$ cat src/rtl/fullconnect_pkg.sv
// Shared types for the fully-connected engine burst read master:
// controller state encoding and the response tag carried through the tag FIFO.
package fullconnect_pkg;

  typedef enum logic [1:0] {
    ST_IDLE  = 2'd0,
    ST_ISSUE = 2'd1,
    ST_DRAIN = 2'd2,
    ST_DONE  = 2'd3
  } state_e;

  // Wide enough for the largest weight channel count (8 channels).
  localparam int unsigned TAG_CH_W = 3;

  // Tag pushed for every accepted read; popped in order by readdatavalid.
  typedef struct packed {
    logic                is_data;
    logic [TAG_CH_W-1:0] ch;
  } tag_t;

endpackage

$ cat src/rtl/fullconnect_tag_fifo.sv
// In-order tag FIFO for outstanding Avalon reads. Depth is a power of two;
// push and pop in the same cycle are allowed even when full.
module fullconnect_tag_fifo
  import fullconnect_pkg::*;
#(
  parameter int unsigned DEPTH = 8
) (
  input  logic clk,
  input  logic rstn,
  input  logic push_i,
  input  tag_t din_i,
  input  logic pop_i,
  output tag_t dout_o,
  output logic full_o,
  output logic empty_o
);

  localparam int unsigned PTR_W = $clog2(DEPTH);
  localparam logic [PTR_W:0] PTR_ONE = (PTR_W + 1)'(1);

  tag_t             mem_q [DEPTH];
  logic [PTR_W:0]   wr_ptr_q;
  logic [PTR_W:0]   rd_ptr_q;
  logic             do_push;
  logic             do_pop;

  assign do_pop  = pop_i && !empty_o;
  assign do_push = push_i && (!full_o || do_pop);

  // Read/write pointers with a wrap bit to tell full from empty.
  always_ff @(posedge clk or negedge rstn) begin
    // NOTE: sequential state is always assigned with <= so every flop samples pre-edge values.
    if (!rstn) begin
      wr_ptr_q <= '0;
      rd_ptr_q <= '0;
    end else begin
      if (do_push) wr_ptr_q <= wr_ptr_q + PTR_ONE;
      if (do_pop)  rd_ptr_q <= rd_ptr_q + PTR_ONE;
    end
  end

  // Tag storage write port.
  always_ff @(posedge clk) begin
    // NOTE: storage is deliberately not reset; the pointers alone define which entries are valid.
    if (do_push) mem_q[wr_ptr_q[PTR_W-1:0]] <= din_i;
  end

  assign dout_o  = mem_q[rd_ptr_q[PTR_W-1:0]];
  assign empty_o = (wr_ptr_q == rd_ptr_q);
  assign full_o  = (wr_ptr_q[PTR_W] != rd_ptr_q[PTR_W]) &&
                   (wr_ptr_q[PTR_W-1:0] == rd_ptr_q[PTR_W-1:0]);

endmodule

$ cat src/rtl/fullconnect_burst_read_master.sv
// Avalon-MM pipelined read master for the fully-connected engine. For each
// vector index it reads one data word then NUM_WGT weight words, keeps up to
// MAX_PENDING reads in flight and forwards tagged responses one cycle later.
// Optional build macro FULLCONNECT_RDM_STALLCNT_EN adds a 32-bit stall counter.
module fullconnect_burst_read_master
  import fullconnect_pkg::*;
#(
  parameter  int unsigned ADDR_WIDTH  = 64,
  parameter  int unsigned DATA_WIDTH  = 512,
  parameter  int unsigned LEN_WIDTH   = 9,
  parameter  int unsigned NUM_WGT     = 4,
  parameter  int unsigned MAX_PENDING = 8,
  localparam int unsigned CH_W        = (NUM_WGT > 1) ? $clog2(NUM_WGT) : 1
) (
  input  logic                    clk,
  input  logic                    rstn,
  input  logic                    Start_i,
  input  logic [LEN_WIDTH-1:0]    Len_i,
  input  logic [ADDR_WIDTH-1:0]   DataBase_i,
  input  logic [ADDR_WIDTH-1:0]   WgtBase_i,
  input  logic [ADDR_WIDTH-1:0]   WgtStride_i,
  output logic [ADDR_WIDTH-1:0]   AvalonAddr_o,
  output logic                    AvalonRead_o,
  output logic                    AvalonLock_o,
  output logic [DATA_WIDTH/8-1:0] AvalonByteEnable_o,
  input  logic                    AvalonWaitReq_i,
  input  logic [DATA_WIDTH-1:0]   AvalonReadData_i,
  input  logic                    AvalonReadDataValid_i,
  output logic                    DataValid_o,
  output logic                    WgtValid_o,
  output logic [CH_W-1:0]         WgtCh_o,
  output logic [DATA_WIDTH-1:0]   Rd_o,
  output logic                    Busy_o,
`ifdef FULLCONNECT_RDM_STALLCNT_EN
  output logic [31:0]             StallCnt_o,
`endif
  output logic                    Done_o
);

  localparam int unsigned SLOT_W = $clog2(NUM_WGT + 1);
  localparam int unsigned PEND_W = $clog2(MAX_PENDING) + 1;
  localparam logic [SLOT_W-1:0] LAST_SLOT = SLOT_W'(NUM_WGT);
  localparam logic [PEND_W-1:0] PEND_MAX  = PEND_W'(MAX_PENDING);

  state_e                  state_q, state_d;
  logic [LEN_WIDTH-1:0]    len_q, len_d;
  logic [LEN_WIDTH-1:0]    idx_q, idx_d;
  logic [SLOT_W-1:0]       slot_q, slot_d;
  logic [ADDR_WIDTH-1:0]   data_base_q, data_base_d;
  logic [ADDR_WIDTH-1:0]   wgt_base_q, wgt_base_d;
  logic [ADDR_WIDTH-1:0]   stride_q, stride_d;
  logic [ADDR_WIDTH-1:0]   chan_base_q, chan_base_d;  // WgtBase + c*WgtStride for the current weight slot
  logic [PEND_W-1:0]       pending_q, pending_d;

  logic                    rd_en;
  logic                    accept;
  logic                    pop;
  tag_t                    push_tag;
  tag_t                    pop_tag;
  logic                    fifo_full;
  logic                    fifo_empty;

  logic                    data_valid_q;
  logic                    wgt_valid_q;
  logic [CH_W-1:0]         wgt_ch_q;
  logic [DATA_WIDTH-1:0]   rd_q;

  assign rd_en  = (state_q == ST_ISSUE) && (pending_q < PEND_MAX);
  assign accept = rd_en && !AvalonWaitReq_i;
  assign pop    = AvalonReadDataValid_i && !fifo_empty;

  assign push_tag.is_data = (slot_q == '0);
  assign push_tag.ch      = (slot_q == '0) ? '0 : TAG_CH_W'(slot_q - SLOT_W'(1));

  fullconnect_tag_fifo #(
    .DEPTH (MAX_PENDING)
  ) u_tag_fifo (
    .clk     (clk),
    .rstn    (rstn),
    .push_i  (accept),
    .din_i   (push_tag),
    .pop_i   (pop),
    .dout_o  (pop_tag),
    .full_o  (fifo_full),
    .empty_o (fifo_empty)
  );

  // Next-state, slot/index sequencing and outstanding-read accounting.
  always_comb begin
    // NOTE: every variable gets a default first so no path leaves it unassigned (no latches).
    state_d     = state_q;
    len_d       = len_q;
    idx_d       = idx_q;
    slot_d      = slot_q;
    data_base_d = data_base_q;
    wgt_base_d  = wgt_base_q;
    stride_d    = stride_q;
    chan_base_d = chan_base_q;
    pending_d   = pending_q + PEND_W'(accept) - PEND_W'(pop);

    unique case (state_q)
      ST_IDLE: begin
        if (Start_i) begin
          if (Len_i != '0) begin
            state_d     = ST_ISSUE;
            len_d       = Len_i;
            data_base_d = DataBase_i;
            wgt_base_d  = WgtBase_i;
            stride_d    = WgtStride_i;
            chan_base_d = WgtBase_i;
            idx_d       = '0;
            slot_d      = '0;
          end else begin
            state_d = ST_DONE;
          end
        end
      end
      ST_ISSUE: begin
        if (accept) begin
          if (slot_q == LAST_SLOT) begin
            slot_d      = '0;
            idx_d       = idx_q + LEN_WIDTH'(1);
            chan_base_d = wgt_base_q;
            if (idx_q == len_q - LEN_WIDTH'(1)) state_d = ST_DRAIN;
          end else begin
            slot_d = slot_q + SLOT_W'(1);
            if (slot_q != '0) chan_base_d = chan_base_q + stride_q;
          end
        end
      end
      ST_DRAIN: begin
        // Nothing outstanding and nothing about to enter the output register.
        if (pending_q == '0 && !pop) state_d = ST_DONE;
      end
      ST_DONE: begin
        state_d = ST_IDLE;
      end
      default: state_d = ST_IDLE;
    endcase
  end

  // Control and address-generation registers.
  always_ff @(posedge clk or negedge rstn) begin
    if (!rstn) begin
      state_q     <= ST_IDLE;
      len_q       <= '0;
      idx_q       <= '0;
      slot_q      <= '0;
      data_base_q <= '0;
      wgt_base_q  <= '0;
      stride_q    <= '0;
      chan_base_q <= '0;
      pending_q   <= '0;
    end else begin
      state_q     <= state_d;
      len_q       <= len_d;
      idx_q       <= idx_d;
      slot_q      <= slot_d;
      data_base_q <= data_base_d;
      wgt_base_q  <= wgt_base_d;
      stride_q    <= stride_d;
      chan_base_q <= chan_base_d;
      pending_q   <= pending_d;
    end
  end

  // Response output register: one cycle after readdatavalid, tagged by the popped entry.
  always_ff @(posedge clk or negedge rstn) begin
    if (!rstn) begin
      data_valid_q <= 1'b0;
      wgt_valid_q  <= 1'b0;
      wgt_ch_q     <= '0;
      rd_q         <= '0;
    end else begin
      data_valid_q <= pop && pop_tag.is_data;
      wgt_valid_q  <= pop && !pop_tag.is_data;
      if (pop) begin
        rd_q <= AvalonReadData_i;
        if (!pop_tag.is_data) wgt_ch_q <= pop_tag.ch[CH_W-1:0];
      end
    end
  end

`ifdef FULLCONNECT_RDM_STALLCNT_EN
  logic [31:0] stall_cnt_q;

  // Stall counter: waitrequest cycles plus ISSUE cycles blocked by the outstanding limit.
  always_ff @(posedge clk or negedge rstn) begin
    if (!rstn) begin
      stall_cnt_q <= '0;
    end else if (state_q == ST_IDLE && Start_i) begin
      stall_cnt_q <= '0;
    end else if (((rd_en && AvalonWaitReq_i) ||
                  (state_q == ST_ISSUE && pending_q == PEND_MAX)) &&
                 (stall_cnt_q != '1)) begin
      stall_cnt_q <= stall_cnt_q + 32'd1;
    end
  end

  assign StallCnt_o = stall_cnt_q;
`endif

`ifndef SYNTHESIS
  // Flag a readdatavalid that has no outstanding read to match.
  always_ff @(posedge clk) begin
    if (rstn && AvalonReadDataValid_i) begin
      assert (!fifo_empty) else $error("readdatavalid with no outstanding read");
    end
  end
`endif

  // full is implied by the pending limit; the tag channel may be wider than CH_W.
  logic unused_sigs;
  assign unused_sigs = ^{fifo_full, pop_tag.ch};

  assign AvalonAddr_o       = (slot_q == '0) ? data_base_q + ADDR_WIDTH'(idx_q)
                                             : chan_base_q + ADDR_WIDTH'(idx_q);
  assign AvalonRead_o       = rd_en;
  assign AvalonLock_o       = rd_en;
  assign AvalonByteEnable_o = '1;
  assign DataValid_o        = data_valid_q;
  assign WgtValid_o         = wgt_valid_q;
  assign WgtCh_o            = wgt_ch_q;
  assign Rd_o               = rd_q;
  assign Busy_o             = (state_q != ST_IDLE);
  assign Done_o             = (state_q == ST_DONE);

endmodule

$ cat config.mk
export PLATFORM = sky130hd
export DESIGN_NAME = fullconnect_burst_read_master
export DESIGN_NICKNAME = d
export VERILOG_FILES = /design/src/rtl/fullconnect_pkg.sv /design/src/rtl/fullconnect_tag_fifo.sv /design/src/rtl/fullconnect_burst_read_master.sv
export SDC_FILE = /design/constraint.sdc
export NUM_CORES = 2
export LEC_CHECK = 0
export BUFFER_PORTS_ARGS = -buffer_cell sky130_fd_sc_hd__buf_2
export CELL_PAD_IN_SITES_DETAIL_PLACEMENT = 2
export CELL_PAD_IN_SITES_GLOBAL_PLACEMENT = 2
export CORE_AREA = 2 2 526 528
export CTS_BUF_LIST = sky130_fd_sc_hd__clkbuf_4 sky130_fd_sc_hd__clkbuf_8
export DETAILED_ROUTE_END_ITERATION = 8
export DIE_AREA = 0 0 528 530
export HOLD_SLACK_MARGIN = 0.06
export PLACE_DENSITY_LB_ADDON = 0.1
export REMOVE_ABC_BUFFERS = 1
export SLEW_MARGIN = 10
export SYNTH_ARGS = -nofsm -noshare
export SYNTH_HDL_FRONTEND = slang
export SYNTH_HIERARCHICAL = 1
export SYNTH_SLANG_ARGS = --single-unit
$ cat constraint.sdc
create_clock -name clk -period 11.7 [get_ports clk]
set_input_delay 0.585 -clock clk [delete_from_list [all_inputs] [get_ports clk]]
set_output_delay 0.585 -clock clk [all_outputs]
set_load 0.01 [all_outputs]
## Yosys cells after proc, flatten, opt, wreduce, memory -nomap -nowiden

Memory sizes are Yosys's and may differ from the RTL's.
Index checks and enable logic that the tools add are counted.

- Register bits after elaboration: 807
- Memories: 1
- Bits in read-only memories: 0
- Memory bits (writable): 32
- Bits in latches: 0

- Shifts and indexed selects: 0
- Bitwise logic cells: 1
- Multipliers: 0
- Div/mod/pow operators: 0
- Add/subtract/negate cells: 11
- Muxes and demuxes: 27
- $lt $le $gt $ge: 1
- Equal/unequal tests: 15
- Reduce and logical (&&, ||, !) cells: 28

Memory list:

| memory | words | bits a word | rd ports | clocked after memory_dff | write ports | RTL line | RTL |
|---|---|---|---|---|---|---|---|
| u_tag_fifo.mem_q | 8 | 4 | 1 | 0 | 1 | fullconnect_tag_fifo.sv:21 | `tag_t mem_q [DEPTH];` |

Operators by type and width:

| cell | count |
|---|---|
| 64-bit two-way mux | 6 |
| 64-bit by 9-bit adder with 64-bit output | 2 |
| 64-bit case mux with 2 select lines | 1 |
| 64-bit adder | 1 |
| 9-bit two-way mux | 4 |
| 9-bit case mux with 2 select lines | 1 |
| 3-bit two-way mux | 5 |
| 5-bit AND reduction | 3 |
| 2-bit two-way mux | 6 |
| 9-bit by 1-bit adder with 9-bit output, second input constant | 1 |
| 9-bit == test | 1 |
| 1-bit logical AND | 9 |
| 9-bit nonzero test | 1 |
| 9-bit by 1-bit subtractor with 9-bit output, second input constant | 1 |
| 4-bit by 1-bit adder with 4-bit output, second input constant | 2 |
| 2-bit inequality test, second input constant | 4 |
| 2-bit case mux with 4 select lines | 1 |
| 3-bit case mux with 2 select lines | 1 |
| 1-bit zero test | 5 |
| 4-bit by 1-bit adder with 4-bit output | 1 |
| 2-bit == test, second input constant | 2 |
| 4-bit == test | 1 |
| 4-bit zero test | 1 |
| 4-bit less-than comparator, second input constant | 1 |
| 19 further kinds | 22 |

## Depth between registers and ports, before layout

- Word-level depth: 8
- Mapped depth: 26
- Mapped depth without buffers: 19

## By module

The synthesis kept the hierarchy.

Modules (own cells, without submodules):

| module | area an instance (um^2) | instances | cells each |
|---|---|---|---|
| fullconnect_burst_read_master | 38483.2 | 1 | 4663 |
| fullconnect_tag_fifo | 1819.2 | 1 | 103 |

## Worst setup path after synthesis

No wires, ideal clock.

- Path kind: flip-flop to output port
- From: register slot_q[0]
- To: output port AvalonAddr_o[42]
- Setup slack: 5.617 ns
- Arrival: 5.498 ns
- Stages on the path, launching flop included: 26
- Path through: dfrtp_1 > inv_1 > ha_1 > nand2b_4 > buf_6 > buf_2 > buf_2 > clkbuf_1 > buf_1 > buf_2 > clkbuf_1 > nand2_1 > nand2_1 > ha_1 > inv_1 > fa_1 > nor2b_1 > o21ai_0 > a21boi_0 > o2111ai_1 > a31oi_1 > nor4b_2 > nand2_2 > or4b_1 > xor2_1 > mux2i_1

- Longest elaborated chain between the ends: 2

Ends and longest elaborated chain:

| item | RTL line | RTL |
|---|---|---|
| start, declared | fullconnect_burst_read_master.sv:48 | `logic [SLOT_W-1:0] slot_q, slot_d;` |
| start signal, assigned | fullconnect_burst_read_master.sv:158 | `slot_q <= slot_d;` |
| 3-bit zero test | fullconnect_burst_read_master.sv:216 | `assign AvalonAddr_o = (slot_q == '0) ? data_base_q + ADDR_WIDTH'(idx_q)` |
| 64-bit two-way mux | fullconnect_burst_read_master.sv:216 |  |
| end, declared | fullconnect_burst_read_master.sv:22 | `output logic [ADDR_WIDTH-1:0] AvalonAddr_o,` |

Every way passes these cells.

## Worst setup path after layout

- From: register slot_q[0]
- To: output port AvalonAddr_o[60]

The elaborated chain is that of the path after synthesis.

==> summary.md <==
| Metric | Value |
|---|---|
| Min Tclk post-route | `7.57 ns` |
| Worst setup path endpoint | `AvalonAddr_o[60]` |
| PwrDens | `283 nW/um^2` |
| Max-cap violations | `0` |
| Largest fanout on the critical path | `85` |
| Worst path slowest cell | `clkinv_4` |
| Total CTS buffers | `191` |
| Root Driver | `clkbuf_8` |
| Die height | `530 um` |
| Largest net degree at the start of global routing | `178` |
| Max Clk Rate | `132 MHz` |
| Layout cells sized above 1 | `0.250` |
| Clk sinks | `831` |
| Total GRT Usage | `0.188` |
| Period utilisation layout | `0.647` |
| Vias in the first global route | `45300` |
| Initial antenna violation count | `87` |
| Reg-to-Reg Start | `state_q[1]$_DFFE_PN0P_` |
| CP startpoint | `slot_q[0]$_DFFE_PN0P_` |
| Unrepaired setup endpoints after global routing | `false` |
| Drt wl/cell | `25.7 um` |
| Gpl congestion | `0.816` |
| Port-buffer cells | `1301` |
| Die Span X | `528 um` |
| WS Path Type | `reg2out` |
| Most used cell, CP | `nand2_1` |
| Max_slew headroom | `0.164` |
| Skew final | `0.106 ns` |
| Placed Area | `50200 um^2` |
| Slew @ Worst Pin | `1.25 ns` |
| Tot Pwr | `17.4 mW` |
| Mapped Area | `40000 um^2` |
| Core Area | `275000 um^2` |
| I/O pin cnt | `1366` |
| RR Endpoint | `chan_base_q[55]$_DFFE_PN0P_` |
| Wire length of the first global-routing pass | `372000 um` |
| Final setup viols | `0` |
| DR iter-0 viols | `1665` |
| Warnings, synthesis | `6` |
| Post-layout net count | `7561` |
| FF-to-FF path depth | `10` |
| Pre-Repair DR Iteration Count | `5` |
| Hold WC Path Type | `in2reg` |
| Synth-to-layout area growth | `53.4%` |
| Via Count | `41300` |
| Mean area per synthesized cell | `8.41 um^2` |
| VDD IR max | `0.000102 V` |
| CTS H-tree depth | `4` |
| Critical Path AT | `6.98 ns` |
| Final hold vios | `0` |
| Mapped Cells | `4751` |
| Die area | `280000 um^2` |
| GR Overflow Total | `0` |
| CTS tree | `yes` |
| ANT nets after route | `0` |
| Setup crit end kind | `primary output` |
| CP Depth | `21` |
| Drt via density | `3.92` |
| Startpoint Class | `register` |
| CP bufs+invs | `5` |
| Worst skew pair latency | `0.97 ns` |
| Dpl hpwl | `213000 um` |
| Initial core utilization | `0.145` |
| DRC viols | `0` |
| Finished Layout Cells | `10500` |
| Top Family by Delay on Critical Path | `simple AND/OR/NAND/NOR gates` |
| Run status | `completed` |
| CP Data Required Time | `11.12 ns` |
| Row Count | `193` |
| FF-to-FF setup slack | `7.42 ns` |
| Placed cell count | `9452` |
| Final instance area | `61300 um^2` |
| Crit path largest cell delay | `0.73 ns` |
| Slew Viols, Final | `0` |
| CP cell instances | `inv_1, ha_1, nand2b_4, clkinv_4, nand2_1, nand2_1, ha_1, inv_1, fa_1, nor2b_1, o21ai_0, a21boi_0, o2111ai_1, a31oi_1, nor4b_2, buf_4, nand4_1, nor2_1, nand2_1, xor2_1, buf_2` |
| Clock Path Buffers | `4` |
| Setup TNS | `0 ns` |
| DRT Wirelength | `270000 um` |
| Worst-path clk slew | `0.05 ns` |
| Leakage | `31.1 nW` |
how the worst min path moves through the flow:
stage                                          start                         end  slack, ns  depth (start not counted)
after floorplan                                 rstn       DataValid_o$_DFF_PN0_       0.29                          0
after global placement    wgt_base_q[32]$_DFFE_PN0P_  wgt_base_q[32]$_DFFE_PN0P_       0.45                          2
after detailed placement       Rd_o[229]$_DFFE_PN0P_       Rd_o[229]$_DFFE_PN0P_       0.46                          2
after CTS                      AvalonReadDataValid_i       Rd_o[482]$_DFFE_PN0P_        0.1                          4
after global routing           AvalonReadDataValid_i        Rd_o[94]$_DFFE_PN0P_       0.17                          4
final                          AvalonReadDataValid_i       Rd_o[482]$_DFFE_PN0P_       0.19                          4
tightest hold or removal path, cell delays in order:
cell	delay, ns
buf_2	0.10
nand2b_4	0.18
nand2_1	0.14
nand2_1	0.05
area by class of cell:
cell class / count / area (um^2)
Inverter: 50 / 200
Fill cell: 31800 / 213000
Tap cell: 3607 / 4510
Clock buffer: 298 / 3670
Clock inverter: 21 / 139
Antenna cell: 51 / 128
Timing Repair Buffer: 2060 / 14100
Multi-Input combinational cell: 3618 / 17700
Sequential cell: 831 / 20900
flip-flops by register name (all words and copies together), names as in the netlist, 9 cells and up:
| signal | cells |
|---|---|
| u_tag_fifo/mem_q | 24 |
| chan_base_q | 64 |
| len_q | 9 |
| data_base_q | 64 |
| stride_q | 64 |
| Rd_o | 512 |
| wgt_base_q | 64 |
| idx_q | 9 |
metal layers:
layer | wire (um) | track usage | vias to the layer above
met5 | 280 | 0 | -
met4 | 9610 | 0.0630 | 40
met3 | 15600 | 0.0474 | 356
met2 | 133000 | 0.328 | 1013
met1 | 111000 | 0.222 | 20600
li1 | - | - | 19200
report_power, final:
part	total [mW]	switching [mW]	internal, mW
sequential	5.20	1.05	4.15
combinational	8.64	5.83	2.81
clock	3.54	1.57	1.97
what timing repair did:
action                                  4_1_cts  5_1_grt
endpoints found under the setup margin        0        0
hold buffers                                714        0
resized for setup                             0        0
buffers inserted                              0        0
hold endpoints to repair                    844        0
per-stage QoR:
stage | hold slack (ns) | worst slack, ns | utilization
floorplan | 0.289 | -13.89 | -
global placement | 0.450 | 5.08 | 0.183
detailed placement | 0.458 | 4.92 | 0.183
CTS | 0.0963 | 3.78 | 0.223
global route | 0.174 | 3.41 | 0.223
finish | 0.192 | 4.13 | 0.223
layout by cell type, fill, tap and decap left out, types with 16 or more instances in the layout:
| cell | n |
|---|---|
| nor4_1 | 16 |
| inv_1 | 48 |
| nor3_1 | 25 |
| mux2i_1 | 61 |
| a21o_1 | 51 |
| dfrtp_1 | 807 |
| o21ai_0 | 138 |
| nand3_1 | 91 |
| conb_1 | 64 |
| nand4_1 | 27 |
| o211ai_1 | 42 |
| a211oi_1 | 16 |
| dlygate4sd3_1 | 714 |
| xnor2_1 | 73 |
| a31oi_1 | 24 |
| clkbuf_4 | 69 |
| nor2_1 | 112 |
| and3_1 | 22 |
| buf_4 | 38 |
| buf_2 | 1300 |
| nand2_1 | 2381 |
| ha_1 | 87 |
| o21bai_1 | 16 |
| clkbuf_8 | 229 |
| a21oi_1 | 126 |
| diode_2 | 51 |
| xor2_1 | 75 |
| edfxtp_1 | 24 |
Note: power is estimated with default switching activity, not from simulation.
